[config.mk]
export PLATFORM = sky130hd
export DESIGN_NAME = seg_display_arbiter_flat
export DESIGN_NICKNAME = d
export VERILOG_FILES = /design/src/rtl/seg_display_arbiter_pkg.sv /design/src/rtl/seg_display_arbiter_if.sv /design/src/rtl/seg_display_arbiter_sw_sync_debounce.sv /design/src/rtl/seg_display_arbiter.sv /design/src/flat_wrapper.sv
export SDC_FILE = /design/constraint.sdc
export NUM_CORES = 1
export LEC_CHECK = 0
export BUFFER_PORTS_ARGS = -buffer_cell sky130_fd_sc_hd__buf_2
export CORE_AREA = 2 2 108 110
export CTS_CLUSTER_DIAMETER = 80
export DETAILED_ROUTE_END_ITERATION = 7
export DIE_AREA = 0 0 110 112
export PLACE_DENSITY_LB_ADDON = 0.1
export SYNTH_ARGS = -nofsm -noshare
export SYNTH_HDL_FRONTEND = slang
export SYNTH_HIERARCHICAL = 1
export SYNTH_SLANG_ARGS = --single-unit
[constraint.sdc]
create_clock -name clk -period 3.6 [get_ports clk]
set_clock_uncertainty 0.1 [all_clocks]
set_input_delay 0.36 -clock clk [delete_from_list [all_inputs] [get_ports clk]]
set_output_delay 0.36 -clock clk [all_outputs]
set_load 0.02 [all_outputs]
[src/rtl/seg_display_arbiter_pkg.sv]
// Shared definitions for the 7-segment display arbiter.
//   SEG_BLANK / SEG_DASH : active-low segment patterns {g,f,e,d,c,b,a}
//   state_t              : arbiter FSM states
//   MP_*                 : multi-request policy encodings
//   cnt_w()              : counter width for a modulus (minimum 1 bit)
package seg_display_arbiter_pkg;

  localparam logic [6:0] SEG_BLANK = 7'h7F;
  localparam logic [6:0] SEG_DASH  = 7'h3F;

  typedef enum logic [1:0] {
    ST_OFF   = 2'd0,
    ST_BLANK = 2'd1,
    ST_SHOW  = 2'd2,
    ST_ERROR = 2'd3
  } state_t;

  localparam int MP_ERROR   = 0;
  localparam int MP_HIGHEST = 1;

  function automatic int cnt_w(input int n);
    return (n > 1) ? $clog2(n) : 1;
  endfunction

endpackage

[src/rtl/seg_display_arbiter_if.sv]
// Bundle between the animation generators / switches and the arbiter, and
// between the arbiter and the display pins.
//   en_sw, mode_req : raw switch inputs (asynchronous)
//   frame_in        : flattened frames, frame m digit d at [(m*NUM_DIGITS+d)*7 +: 7]
//   segmentos       : active-low segments
//   anodos          : active-low anodes
//   active_frame    : frame currently shown
//   err             : error state flag
//   frame_tick      : one-cycle pulse on digit-index wrap
// master drives the inputs (source side), slave is the arbiter.
interface seg_display_arbiter_if
  import seg_display_arbiter_pkg::*;
#(
  parameter int NUM_DIGITS = 8,
  parameter int NUM_MODES  = 3
);
  localparam int SW = cnt_w(NUM_MODES + 1);

  logic                                  en_sw;
  logic [NUM_MODES-1:0]                  mode_req;
  logic [(NUM_MODES+1)*NUM_DIGITS*7-1:0] frame_in;
  logic [6:0]                            segmentos;
  logic [NUM_DIGITS-1:0]                 anodos;
  logic [SW-1:0]                         active_frame;
  logic                                  err;
  logic                                  frame_tick;

  modport master (
    output en_sw, mode_req, frame_in,
    input  segmentos, anodos, active_frame, err, frame_tick
  );

  modport slave (
    input  en_sw, mode_req, frame_in,
    output segmentos, anodos, active_frame, err, frame_tick
  );
endinterface

[src/rtl/seg_display_arbiter_sw_sync_debounce.sv]
// 2-FF synchroniser plus stability debounce for a vector of switches.
//   clk, rst_n  : clock, asynchronous active-low reset
//   i_async     : raw asynchronous inputs
//   o_accepted  : debounced vector; follows the synchronised vector once it
//                 has been stable for DEBOUNCE_CYC cycles (0 = bypass)
module sw_sync_debounce #(
  parameter int WIDTH        = 4,
  parameter int DEBOUNCE_CYC = 1000000
) (
  input  logic             clk,
  input  logic             rst_n,
  input  logic [WIDTH-1:0] i_async,
  output logic [WIDTH-1:0] o_accepted
);

  logic [WIDTH-1:0] r_meta;
  logic [WIDTH-1:0] r_sync;

  always_ff @(posedge clk or negedge rst_n) begin
    if (!rst_n) begin
      r_meta <= '0;
      r_sync <= '0;
    end else begin
      r_meta <= i_async;
      r_sync <= r_meta;
    end
  end

  generate
    if (DEBOUNCE_CYC == 0) begin : g_bypass
      assign o_accepted = r_sync;
    end else begin : g_debounce
      localparam int CW = $clog2(DEBOUNCE_CYC + 1);

      logic [CW-1:0]    r_cnt;
      logic [WIDTH-1:0] r_acc;

      // Reload is keyed on r_meta != r_sync, i.e. on the same edge at which
      // the synchronised vector changes, giving 2+DEBOUNCE_CYC worst case.
      always_ff @(posedge clk or negedge rst_n) begin
        if (!rst_n) begin
          r_cnt <= '0;
          r_acc <= '0;
        end else if (r_meta != r_sync) begin
          r_cnt <= CW'(DEBOUNCE_CYC);
        end else if (r_cnt != '0) begin
          r_cnt <= r_cnt - 1'b1;
          if (r_cnt == CW'(1)) r_acc <= r_sync;
        end
      end

      assign o_accepted = r_acc;
    end
  endgenerate

endmodule

[src/rtl/seg_display_arbiter.sv]
// Selects one of NUM_MODES+1 frames from the switch inputs and scans it onto
// NUM_DIGITS multiplexed 7-segment digits, with a blanking interval on every
// mode change and a blinking dash frame on conflicting requests.
//   clk, rst_n : clock, asynchronous active-low reset
//   disp       : seg_display_arbiter_if.slave (switches, frames, pins, status)
module seg_display_arbiter
  import seg_display_arbiter_pkg::*;
#(
  parameter int NUM_DIGITS       = 8,
  parameter int NUM_MODES        = 3,
  parameter int SCAN_DIV         = 100000,
  parameter int DEBOUNCE_CYC     = 1000000,
  parameter int BLANK_FRAMES     = 4,
  parameter int ERR_BLINK_FRAMES = 32,
  parameter int MULTI_POLICY     = MP_ERROR
) (
  input logic                  clk,
  input logic                  rst_n,
  seg_display_arbiter_if.slave disp
);

  localparam int SW = cnt_w(NUM_MODES + 1);
  localparam int IW = cnt_w(NUM_DIGITS);
  localparam int PW = cnt_w(SCAN_DIV);
  localparam int BW = cnt_w(BLANK_FRAMES);
  localparam int EW = cnt_w(ERR_BLINK_FRAMES);

  // Input conditioning: bit 0 = enable, bits [NUM_MODES:1] = mode requests.
  logic [NUM_MODES:0]   w_acc;
  logic                 w_en;
  logic [NUM_MODES-1:0] w_mode;

  sw_sync_debounce #(
    .WIDTH       (NUM_MODES + 1),
    .DEBOUNCE_CYC(DEBOUNCE_CYC)
  ) u_sync (
    .clk       (clk),
    .rst_n     (rst_n),
    .i_async   ({disp.mode_req, disp.en_sw}),
    .o_accepted(w_acc)
  );

  assign w_en   = w_acc[0];
  assign w_mode = w_acc[NUM_MODES:1];

  // Selection: w_sel ends as highest set bit + 1; w_many flags >1 request.
  logic [SW-1:0] w_sel;
  logic          w_many;
  logic          w_multi;

  always_comb begin
    w_sel  = '0;
    w_many = 1'b0;
    for (int unsigned i = 0; i < NUM_MODES; i++) begin
      if (w_mode[i]) begin
        if (w_sel != '0) w_many = 1'b1;
        w_sel = SW'(i + 1);
      end
    end
  end

  assign w_multi = w_many && (MULTI_POLICY != MP_HIGHEST);

  // Scan timing
  state_t        r_state;
  state_t        w_state_nxt;
  logic [PW-1:0] r_pre;
  logic [IW-1:0] r_idx;
  logic          r_frame_tick;
  logic          w_tick;
  logic          w_wrap;

  assign w_tick = (r_pre == PW'(SCAN_DIV - 1));
  assign w_wrap = w_tick && (r_idx == IW'(NUM_DIGITS - 1));

  always_ff @(posedge clk or negedge rst_n) begin
    if (!rst_n) begin
      r_pre        <= '0;
      r_idx        <= '0;
      r_frame_tick <= 1'b0;
    end else if (r_state == ST_OFF) begin
      r_pre        <= '0;
      r_idx        <= '0;
      r_frame_tick <= 1'b0;
    end else begin
      r_frame_tick <= w_wrap;
      if (w_tick) begin
        r_pre <= '0;
        r_idx <= w_wrap ? '0 : r_idx + 1'b1;
      end else begin
        r_pre <= r_pre + 1'b1;
      end
    end
  end

  // FSM
  logic [SW-1:0] r_target;
  logic [SW-1:0] r_active;
  logic [BW-1:0] r_bcnt;
  logic [EW-1:0] r_blink;
  logic          r_blink_on;
  logic          w_capture;
  logic          w_bcnt_inc;
  logic          w_load_active;
  logic          w_err_entry;

  always_ff @(posedge clk or negedge rst_n) begin
    if (!rst_n) r_state <= ST_OFF;
    else        r_state <= w_state_nxt;
  end

  always_comb begin
    w_state_nxt   = r_state;
    w_capture     = 1'b0;
    w_bcnt_inc    = 1'b0;
    w_load_active = 1'b0;
    w_err_entry   = 1'b0;
    unique case (r_state)
      ST_OFF: begin
        if (w_en) begin
          w_state_nxt = ST_BLANK;
          w_capture   = 1'b1;
        end
      end
      ST_BLANK: begin
        if (!w_en) begin
          w_state_nxt = ST_OFF;
        end else if (w_sel != r_target) begin
          w_capture = 1'b1;
        end else if (w_wrap) begin
          if (r_bcnt == BW'(BLANK_FRAMES - 1)) begin
            if (w_multi) begin
              w_state_nxt = ST_ERROR;
              w_err_entry = 1'b1;
            end else begin
              w_state_nxt   = ST_SHOW;
              w_load_active = 1'b1;
            end
          end else begin
            w_bcnt_inc = 1'b1;
          end
        end
      end
      ST_SHOW: begin
        if (!w_en) begin
          w_state_nxt = ST_OFF;
        end else if (w_multi || (w_sel != r_active)) begin
          w_state_nxt = ST_BLANK;
          w_capture   = 1'b1;
        end
      end
      ST_ERROR: begin
        if (!w_en) begin
          w_state_nxt = ST_OFF;
        end else if (!w_multi) begin
          w_state_nxt = ST_BLANK;
          w_capture   = 1'b1;
        end
      end
      default: w_state_nxt = ST_OFF;
    endcase
  end

  always_ff @(posedge clk or negedge rst_n) begin
    if (!rst_n) begin
      r_target   <= '0;
      r_active   <= '0;
      r_bcnt     <= '0;
      r_blink    <= '0;
      r_blink_on <= 1'b0;
    end else begin
      if (w_capture)       r_bcnt <= '0;
      else if (w_bcnt_inc) r_bcnt <= r_bcnt + 1'b1;
      if (w_capture)       r_target <= w_sel;
      if (w_load_active)   r_active <= r_target;
      if (w_err_entry) begin
        r_blink    <= '0;
        r_blink_on <= 1'b1;
      end else if ((r_state == ST_ERROR) && w_wrap) begin
        if (r_blink == EW'(ERR_BLINK_FRAMES - 1)) begin
          r_blink    <= '0;
          r_blink_on <= ~r_blink_on;
        end else begin
          r_blink <= r_blink + 1'b1;
        end
      end
    end
  end

  // Output registration (one cycle behind the digit index)
  logic [NUM_MODES:0][NUM_DIGITS-1:0][6:0] w_frames;
  logic [6:0]            w_seg_nxt;
  logic [NUM_DIGITS-1:0] w_an_nxt;
  logic [6:0]            r_seg;
  logic [NUM_DIGITS-1:0] r_an;

  assign w_frames = disp.frame_in;

  always_comb begin
    w_seg_nxt = SEG_BLANK;
    w_an_nxt  = '1;
    case (r_state)
      ST_SHOW: begin
        w_seg_nxt = w_frames[r_active][r_idx];
        w_an_nxt  = ~(NUM_DIGITS'(1) << r_idx);
      end
      ST_ERROR: begin
        if (r_blink_on) begin
          w_seg_nxt = SEG_DASH;
          w_an_nxt  = ~(NUM_DIGITS'(1) << r_idx);
        end
      end
      default: ;
    endcase
  end

  always_ff @(posedge clk or negedge rst_n) begin
    if (!rst_n) begin
      r_seg <= SEG_BLANK;
      r_an  <= '1;
    end else begin
      r_seg <= w_seg_nxt;
      r_an  <= w_an_nxt;
    end
  end

  assign disp.segmentos    = r_seg;
  assign disp.anodos       = r_an;
  assign disp.active_frame = r_active;
  assign disp.err          = (r_state == ST_ERROR);
  assign disp.frame_tick   = r_frame_tick;

endmodule

[src/flat_wrapper.sv]
// flat-port wrapper written by rule: the top's interface ports become plain ports
module seg_display_arbiter_flat import seg_display_arbiter_pkg::*;
#(
  parameter int NUM_DIGITS       = 8,
  parameter int NUM_MODES        = 3,
  parameter int SCAN_DIV         = 100000,
  parameter int DEBOUNCE_CYC     = 1000000,
  parameter int BLANK_FRAMES     = 4,
  parameter int ERR_BLINK_FRAMES = 32,
  parameter int MULTI_POLICY     = MP_ERROR
)
  (clk, rst_n, disp_en_sw, disp_mode_req, disp_frame_in, disp_segmentos, disp_anodos, disp_active_frame, disp_err, disp_frame_tick);
  seg_display_arbiter_if #(.NUM_DIGITS(NUM_DIGITS), .NUM_MODES(NUM_MODES)) disp_i ();
  input logic clk;
  input logic rst_n;
  input wire logic [$bits(disp_i.en_sw)-1:0] disp_en_sw;
  input wire logic [$bits(disp_i.mode_req)-1:0] disp_mode_req;
  input wire logic [$bits(disp_i.frame_in)-1:0] disp_frame_in;
  output wire logic [$bits(disp_i.segmentos)-1:0] disp_segmentos;
  output wire logic [$bits(disp_i.anodos)-1:0] disp_anodos;
  output wire logic [$bits(disp_i.active_frame)-1:0] disp_active_frame;
  output wire logic [$bits(disp_i.err)-1:0] disp_err;
  output wire logic [$bits(disp_i.frame_tick)-1:0] disp_frame_tick;
  assign disp_i.en_sw = disp_en_sw;
  assign disp_i.mode_req = disp_mode_req;
  assign disp_i.frame_in = disp_frame_in;
  assign disp_segmentos = disp_i.segmentos;
  assign disp_anodos = disp_i.anodos;
  assign disp_active_frame = disp_i.active_frame;
  assign disp_err = disp_i.err;
  assign disp_frame_tick = disp_i.frame_tick;
  seg_display_arbiter #(.NUM_DIGITS(NUM_DIGITS), .NUM_MODES(NUM_MODES), .SCAN_DIV(SCAN_DIV), .DEBOUNCE_CYC(DEBOUNCE_CYC), .BLANK_FRAMES(BLANK_FRAMES), .ERR_BLINK_FRAMES(ERR_BLINK_FRAMES), .MULTI_POLICY(MULTI_POLICY)) u_core (.clk(clk), .rst_n(rst_n), .disp(disp_i));
endmodule
# Word-level counts from Yosys, hierarchy flattened
# Index checks and enable logic that the tools add are counted.
[totals] ff_bits=82 inputBits=230 elab_cells=124
[classes] shift=1 muxes=66 n_addsub=5 bitwise_logic=3 eq_ne=17 magnitude_cmp=2 reduce_logical=15
[op_table] cell="$bmux 56 s2" n=1
[op_table] cell="$mux 56" n=1
[op_table] cell="$mux 20" n=2
[op_table] cell="$mux 17" n=2
[op_table] cell="$mux 1" n=33
[op_table] cell="$mux 2" n=13
[op_table] cell="$bmux 7 s3" n=1
[op_table] cell="$eq 20x1->1 const B" n=1
[op_table] cell="$reduce_bool 20->1" n=1
[op_table] cell="$sub 20x1->20 const B" n=1
[op_table] cell="$add 17x1->17 const B" n=1
[op_table] cell="$eq 17x17->1 const B" n=1
[op_table] cell="$pmux 8 s2" n=1
[op_table] cell="$mux 5" n=3
[op_table] cell="$mux 7" n=2
[op_table] cell="$pmux 7 s2" n=1
[op_table] cell="$reduce_bool 2->1" n=7
[op_table] cell="$mux 3" n=3
[op_table] cell="$ne 3x2->1 const B" n=3
[op_table] cell="$mux 8" n=1
[op_table] cell="$not 8->8" n=1
[op_table] cell="$pmux 2 s4" n=1
[op_table] cell="$shl 1x3->8 const A" n=1
[op_table] cell="$eq 2x2->1 const B" n=3
[op_table] cell="other kinds (20)" n=24

# Depth between registers and ports, before layout
# Gate-level depths: netlist of the first run.
[depth] depth_word=14 depth_mapped=8 ltp_nobuf=6

# By module
# The synthesis of the first run kept the hierarchy.
[by_module_without_submodules] module="seg_display_arbiter" cells_per_inst=375 area_per_inst_um2=4161.5 n_inst=1 seq_area_each_um2=1270.0
[by_module_without_submodules] module="sw_sync_debounce" cells_per_inst=152 area_per_inst_um2=1604.0 n_inst=1 seq_area_each_um2=800.8

# Least setup slack after synthesis of the first run
# Ideal clock, no wire load.
[synth_path] path_type="reg2reg" start="register u_core.u_sync.g_debounce.r_cnt[14]" end="register u_core.u_sync.g_debounce.r_acc[0] (netlist: u_core/u_sync/o_accepted[0])" path_stages_with_launch=5 slack_ns=1.278 arrival_ns=2.097 path_buffers=0 setup_time_ns=0.125 period_less_slack_ns=2.322 cell_sequence="dfrtp_1 > or4_4 > or4_4 > nor4_4 > mux2_2"
[synth_between] elab_chain_cells=2
[synth_lines] element="from (decl)" line_no="seg_display_arbiter_sw_sync_debounce.sv:35" text="logic [CW-1:0] r_cnt;"
[synth_lines] element="from (signal assigned)" line_no="seg_display_arbiter_sw_sync_debounce.sv:45" text="r_cnt <= CW'(DEBOUNCE_CYC);"
[synth_lines] element="from (signal assigned)" line_no="seg_display_arbiter_sw_sync_debounce.sv:47" text="r_cnt <= r_cnt - 1'b1;"
[synth_lines] element="$eq 20x1->1 / $reduce_bool 20->1 (equally long branches)" line_no="seg_display_arbiter_sw_sync_debounce.sv:48, seg_display_arbiter_sw_sync_debounce.sv:46"
[synth_lines] element="$reduce_and 3->1 (no line) (*)"
[synth_lines] element="to (signal assigned)" line_no="seg_display_arbiter_sw_sync_debounce.sv:48" text="if (r_cnt == CW'(1)) r_acc <= r_sync;"
[synth_lines] element="to (decl)" line_no="seg_display_arbiter_sw_sync_debounce.sv:36" text="logic [WIDTH-1:0] r_acc;"
# Every way passes the cells marked *; elsewhere a longest branch is shown, timed or not.
# A chain may end at the register's enable or synchronous reset.

# Final worst setup path of the first run
[layout_path] start="register u_core.r_active[0] (netlist: u_core/disp.active_frame[0])" end="register u_core.r_target[1]"
[layout_between] elab_chain_cells=5
[layout_lines] element="from (decl)" line_no="seg_display_arbiter.sv:98" text="logic [SW-1:0] r_active;"
[layout_lines] element="from (signal assigned)" line_no="seg_display_arbiter.sv:175" text="if (w_load_active) r_active <= r_target;"
[layout_lines] element="$ne 2x2->1" line_no="seg_display_arbiter.sv:147" text="end else if (w_multi || (w_sel != r_active)) begin"
[layout_lines] element="$logic_or 1x1->1" line_no="seg_display_arbiter.sv:147"
[layout_lines] element="$mux 1" line_no="seg_display_arbiter.sv:147"
[layout_lines] element="$mux 1" line_no="seg_display_arbiter.sv:145" text="if (!w_en) begin"
[layout_lines] element="$pmux 1 s4" line_no="seg_display_arbiter.sv:118" text="unique case (r_state)"
[layout_lines] element="to (signal assigned)" line_no="seg_display_arbiter.sv:174" text="if (w_capture) r_target <= w_sel;"
[layout_lines] element="to (decl)" line_no="seg_display_arbiter.sv:97" text="logic [SW-1:0] r_target;"
# No other way between the ends.

==> run metrics, run 1 <==
outcome complete, no violations; multi-input logic area 3540 µm²; post-synthesis sequential element count 82; 1st-iter DRT viols 512; max cap viols 0; CP bufs+invs 1; RSZ-0062 raised after global routing false; Initial Util 0.516; Die Y 112 µm; Max transition margin 0.259; Max Transition Viols Final 0; Syn Inst Count 527; Setup crit end kind flop; Rows 39; HP Class in -> reg; Pre-antenna DRT Iters 7; FILL cells 883; total power 2.09 mW; DR WL/cell 21.6 µm; nets 1006; Final Hold Vio Count 0; cts bufs inserted 9; most frequent cells in the layout 247 x buf_2, 74 x nand2_1, 65 x dfrtp_1; Arrival @ worst endpoint 2.72 ns; Placed Area 7120 µm²; number of global-route vias before repair 5511; critical path's largest stage delay 0.94 ns; post-layout util 0.663; CP Class reg -> reg; Final Cycle Share 0.722; Placed Instances 895; area grow syn2layout 28.5%; min setup slack post-route 1.00 ns; I/O Pins 249; Tightest Pin Transition 1.10 ns; DRT Wirelength 19700 µm; Sequential Area 2080 µm²; fin crit period 2.60 ns; deepest clock path buffer count 2; Root Buffer clkbuf_16; CTS tree built; non-filler cells in the finished layout 913; initial antenna violation count 3; layout cells sized above 1 0.490; pre-CTS WS 0.962 ns; Max IR drop VDD 0.229 mV; clock-pin slew on the worst setup and hold paths 0.07 ns; wire length of the first global-routing pass 30000 µm; slowest CP cell dfrtp_4; Via density 6.04; port bufs 248; largest net degree at the start of global routing 83; Yosys cell types 62; Synth async-reset ratio 1.00; Sink Count 82; Pleak 3.20 nW; Hold Slack 0.0247 ns; Synth Flop Type dfrtp_1; most common cell after layout, fill and taps aside buf_2; Fmax achieved 385 MHz; Detail Placement HPWL 15800 µm; CP required 3.72 ns; post-synth net total 770; crit-path max FO 45; Startpoint Class flop; post-cts hold buffer count 0; Crit path max-delay family flip-flops; GP Congestion 0.933; Post-CTS Resized 0; H-tree Lvls 3; Seq/Total Area, Yosys 0.359; PD cells 283 nW/µm²; Core ar. 11200 µm²; YS warnings 6; final setup TNS 0 ns; GRT Util Overall 0.328; fin area 7410 µm²; Post-Syn Area per Cell 10.9 µm²; Clk Latency, worst-skew pair 0.34 ns; Total Die Area 12300 µm²; Final setup viols 0; synthesized area 5770 µm²; Post-CTS Setup Repair Bufs 0; Final ANT Viol Nets 0; overflow left after global routing 0; die width 110 µm; vias 5511; Cell Chain, Critical Path buf_4, nand4b_1, a31oi_1, o21ai_0, and3_1, mux2_2; number of remaining DRC errors 0; Post-synth EDFFs 0
==> state kept, by name, indices dropped and copies added (netlist names), 3 cells and up <==
register	cells
u_core/u_sync/r_meta	4
u_core/u_sync/r_sync	4
u_core/r_idx	3
u_core/disp.anodos	8
u_core/disp.segmentos	7
u_core/u_sync/g_debounce.r_cnt	20
u_core/r_blink	5
u_core/u_sync/o_accepted	4
u_core/r_pre	17
==> Yosys cell counts, drive strengths merged (3+ instances only) <==
| master | instances | share of area |
|---|---|---|
| xnor2 | 10 | 0.015 |
| mux4 | 56 | 0.22 |
| a221oi | 6 | 0.0091 |
| o21ai | 10 | 0.0087 |
| o31ai | 6 | 0.0078 |
| dfstp | 15 | 0.068 |
| nand3 | 18 | 0.016 |
| o41ai | 3 | 0.0046 |
| or3 | 6 | 0.0065 |
| nand4 | 11 | 0.013 |
| or2 | 5 | 0.0054 |
| a21boi | 3 | 0.0039 |
| and4 | 4 | 0.0063 |
| o22ai | 6 | 0.0065 |
| ha | 13 | 0.028 |
| a21oi | 27 | 0.023 |
| a31oi | 3 | 0.0033 |
| or4 | 12 | 0.017 |
| xor2 | 9 | 0.014 |
| nor3 | 9 | 0.0078 |
| and3 | 8 | 0.0087 |
| clkbuf | 11 | 0.0072 |
| and2 | 8 | 0.0089 |
| buf | 18 | 0.014 |
| nand2b | 6 | 0.0065 |
| inv | 9 | 0.0059 |
| nor4 | 6 | 0.0091 |
| nor2 | 33 | 0.021 |
| mux2i | 12 | 0.021 |
| nand2 | 74 | 0.048 |
| mux2 | 14 | 0.027 |
| nand3b | 3 | 0.0039 |
| dfrtp | 67 | 0.29 |
| a211oi | 4 | 0.0052 |
==> power breakdown <==
part           total, mW  leakage (nW)  switching (mW)  internal, mW
sequential         0.940          1.03         0.00905         0.931
clock              0.876         0.138           0.398         0.478
combinational      0.279          2.02           0.122         0.157
total               2.09          3.20           0.529          1.57
==> final timing paths <==
kind                                                          from                                      end  slack [ns]  depth (start not counted)
min                                                     disp_en_sw        u_core/u_sync/r_meta[0]$_DFF_PN0_        0.02                          1
min reg2reg                      u_core/u_sync/r_meta[3]$_DFF_PN0_        u_core/u_sync/r_sync[3]$_DFF_PN0_        0.29                          0
max                        u_core/disp.active_frame[0]$_DFFE_PN0P_           u_core/r_target[1]$_DFFE_PN0P_        1.00                          6
min in group asynchronous                                    rst_n               u_core/r_pre[15]$_DFF_PN0_        0.09                          1
max reg2reg                u_core/disp.active_frame[0]$_DFFE_PN0P_           u_core/r_target[1]$_DFFE_PN0P_        1.00                          6
max in group asynchronous                                    rst_n  u_core/disp.active_frame[0]$_DFFE_PN0P_        2.53                          1
==> area by class of cell <==
| cell class | count | share of cell area |
|---|---|---|
| multi-input combinational | 405 | 0.477 |
| sequential | 82 | 0.280 |
| timing repair buffer | 254 | 0.174 |
| clock buffer | 9 | 0.0304 |
| tap | 143 | 0.0241 |
| clock inverter | 7 | 0.00794 |
| inverter | 11 | 0.00557 |
| antenna | 2 | 0.000675 |
==> metal layers <==
| metal | part of all wire | up-vias | track usage |
|---|---|---|---|
| li1 | - | 2492 | - |
| met1 | 0.41 | 2734 | 0.448 |
| met2 | 0.50 | 240 | 0.521 |
| met3 | 0.061 | 43 | 0.0580 |
| met4 | 0.029 | 2 | 0.122 |
| met5 | 0.00036 | - | 0 |
==> worst reg2reg max path, delay by kind of cell (launching register included) <==
kind / cells / cell delay (ns)
and+or+nand+nor: 2 / 0.38
AOI/OAI and AO/OA: 2 / 0.36
muxes: 1 / 0.28
buffers and inverters: 1 / 0.44
DFF: 1 / 0.94
==> logic make-up (layout without fill, tap and decap cells) <==
kind of cell / count (synthesis) / in the layout / share of synthesized area
AND/OR/NAND/NOR: 216 / 216 / 0.204
multiplexers: 82 / 82 / 0.267
flip-flops: 82 / 82 / 0.359
AO/OA/AOI/OAI: 75 / 75 / 0.0838
buffers and inverters: 40 / 281 / 0.0286
XOR/XNOR: 19 / 19 / 0.0289
adder cells (fa/ha/maj): 13 / 13 / 0.0282
other: 0 / 2 / 0
No activity file was read; power rests on OpenSTA's default activity.
==> run 2, diff against run 1 <==
- CORE_AREA: 2 2 108 110 -> 2 2 112 114
- DIE_AREA: 0 0 110 112 -> 0 0 114 116
- clock period: 3.6 -> 2.64 ns (I/O delays scaled with it)
==> run 2 against run 1 <==
Global-route usage down 2.7 points. Sequential power up 36%. Flip-flop and latch count unchanged. Setup slack worse by 0.83 ns. Critical endpoint is now u_core/r_bcnt[0]$_DFFE_PN0P_. Largest cell class unchanged.
==> run metrics, run 2 (synthesis results as in run 1) <==
outcome complete, no violations; Max Transition Viols Final 0; number of global-route vias before repair 5608; Final ANT Viol Nets 0; max reg flops 20; switching component of the power 0.667 mW; post-cts hold buffer count 5; largest net degree at the start of global routing 53; Detail Placement HPWL 16100 µm; Post-CTS Resized 0; clock-pin slew on the worst setup and hold paths 0.06 ns; Gate power share 0.126; Post-CTS Setup Repair Bufs 0; H-tree Lvls 3; CP Class reg -> reg; max cap viols 0; Max transition margin 0.640; Root Buffer clkbuf_16; crit-path max FO 7; Int Pwr 2.45 mW; Fmax achieved 405 MHz; Final setup viols 0; fin crit period 2.47 ns; PD cells 409 nW/µm²; CTS tree built; vias 5449; GRT Util Overall 0.301; Setup crit end kind flop; Core ar. 11900 µm²; Crit path max-delay family simple AND/OR/NAND/NOR gates; non-filler cells in the finished layout 933; Die Y 116 µm; Tightest Pin Transition 0.540 ns; Total Die Area 13200 µm²; port bufs 248; HP Class reg -> reg; nets 1019; Initial Util 0.484; most common cell after layout, fill and taps aside buf_2; GP Congestion 0.893; Pleak 3.29 nW; Pre-antenna DRT Iters 5; Final Cycle Share 0.936; Via density 5.84; area grow syn2layout 32.1%; Startpoint Class flop; CP bufs+invs 0; FILL cells 1007; Sink Count 82; slowest CP cell or4b_1; Rows 40; wire length of the first global-routing pass 29800 µm; Max IR drop VDD 0.282 mV; Arrival @ worst endpoint 2.62 ns; I/O Pins 249; deepest clock path buffer count 2; most frequent cells in the layout 247 x buf_2, 74 x nand2_1, 65 x dfrtp_1; layout cells sized above 1 0.489; Clk pwr share 0.462; DR WL/cell 21.2 µm; initial antenna violation count 6; final setup TNS 0 ns; number of remaining DRC errors 0; cts bufs inserted 9; Final Hold Vio Count 0; Reg with most FFs u_core/u_sync/g_debounce.r_cnt; CP required 2.79 ns; critical path's largest stage delay 0.48 ns; overflow left after global routing 0; Placed Instances 907; Clk Latency, worst-skew pair 0.33 ns; Cell Chain, Critical Path ha_1, and4_1, nand4_2, nor4b_4, or4b_1, a21oi_1; die width 114 µm; register share of total power 0.412; RSZ-0062 raised after global routing false; Sw Share 0.214; 1st-iter DRT viols 445; DRT Wirelength 19800 µm
[run 2: cell count changes in the layout (fill, tap and decap cells not counted), moves of 2 or more]
cell	previous run	this run
dlygate4sd3_1	0	5
inv_6	2	0
buf_12	0	2
diode_2	2	5
clkbuf_1	0	2
buf_4	7	13
bufinv_16	0	3
[run 2: path summary, 6_finish.rpt]
| check | start | endpoint | depth (start not counted) | slack [ns] |
|---|---|---|---|---|
| min in group asynchronous | rst_n | u_core/r_pre[12]$_DFF_PN0_ | 2 | 0.31 |
| max reg2reg | u_core/r_pre[0]$_DFF_PN0_ | u_core/r_bcnt[0]$_DFFE_PN0P_ | 6 | 0.17 |
| min | u_core/u_sync/r_meta[3]$_DFF_PN0_ | u_core/u_sync/r_sync[3]$_DFF_PN0_ | 0 | 0.30 |
| max | u_core/r_pre[0]$_DFF_PN0_ | u_core/r_bcnt[0]$_DFFE_PN0P_ | 6 | 0.17 |
| max in group asynchronous | rst_n | u_core/disp.segmentos[0]$_DFF_PN1_ | 3 | 1.46 |
| min reg2reg | u_core/u_sync/r_meta[3]$_DFF_PN0_ | u_core/u_sync/r_sync[3]$_DFF_PN0_ | 0 | 0.30 |
[run 2: final cells by class]
type	count	area [µm²]	area share
clock buffers	12	246	0.0324
flip-flops and latches	82	2080	0.272
diodes	5	12.5	0.00164
multi-input cells	405	3540	0.464
repair buffers	267	1420	0.187
inverters	11	41.3	0.00542
well taps	147	184	0.0241
clock inverters	4	98.8	0.0130
[run 2: per-stage QoR]
stage	cell area, µm²	setup slack (ns)	hold slack (ns)	util	power [mW]
after floorplan	5770	0.318	-0.132	-	1.44
after global placement	7210	0.251	0.125	0.605	1.68
after detailed placement	7210	0.213	0.131	0.605	1.69
after CTS	7610	0.197	0.305	0.639	3.14
after global routing	7620	0.00730	0.315	0.640	3.24
final	7620	0.170	0.304	0.640	3.12
[run 2: power by group through the flow]
stage	clock, mW	sequential (mW)	combinational, mW
after floorplan	0	1.30	0.140
after CTS	1.46	1.28	0.392
final	1.44	1.28	0.394
after detailed placement	0	1.30	0.385
after global placement	0	1.30	0.377
after global routing	1.52	1.28	0.429
[run 2: per-layer routing]
metal	vias to the layer above	track usage	part of all wire
met3	31	0.0973	0.088
met1	2657	0.383	0.39
met4	2	0.105	0.023
li1	2520	-	-
met5	-	0	0.00035
met2	239	0.487	0.50
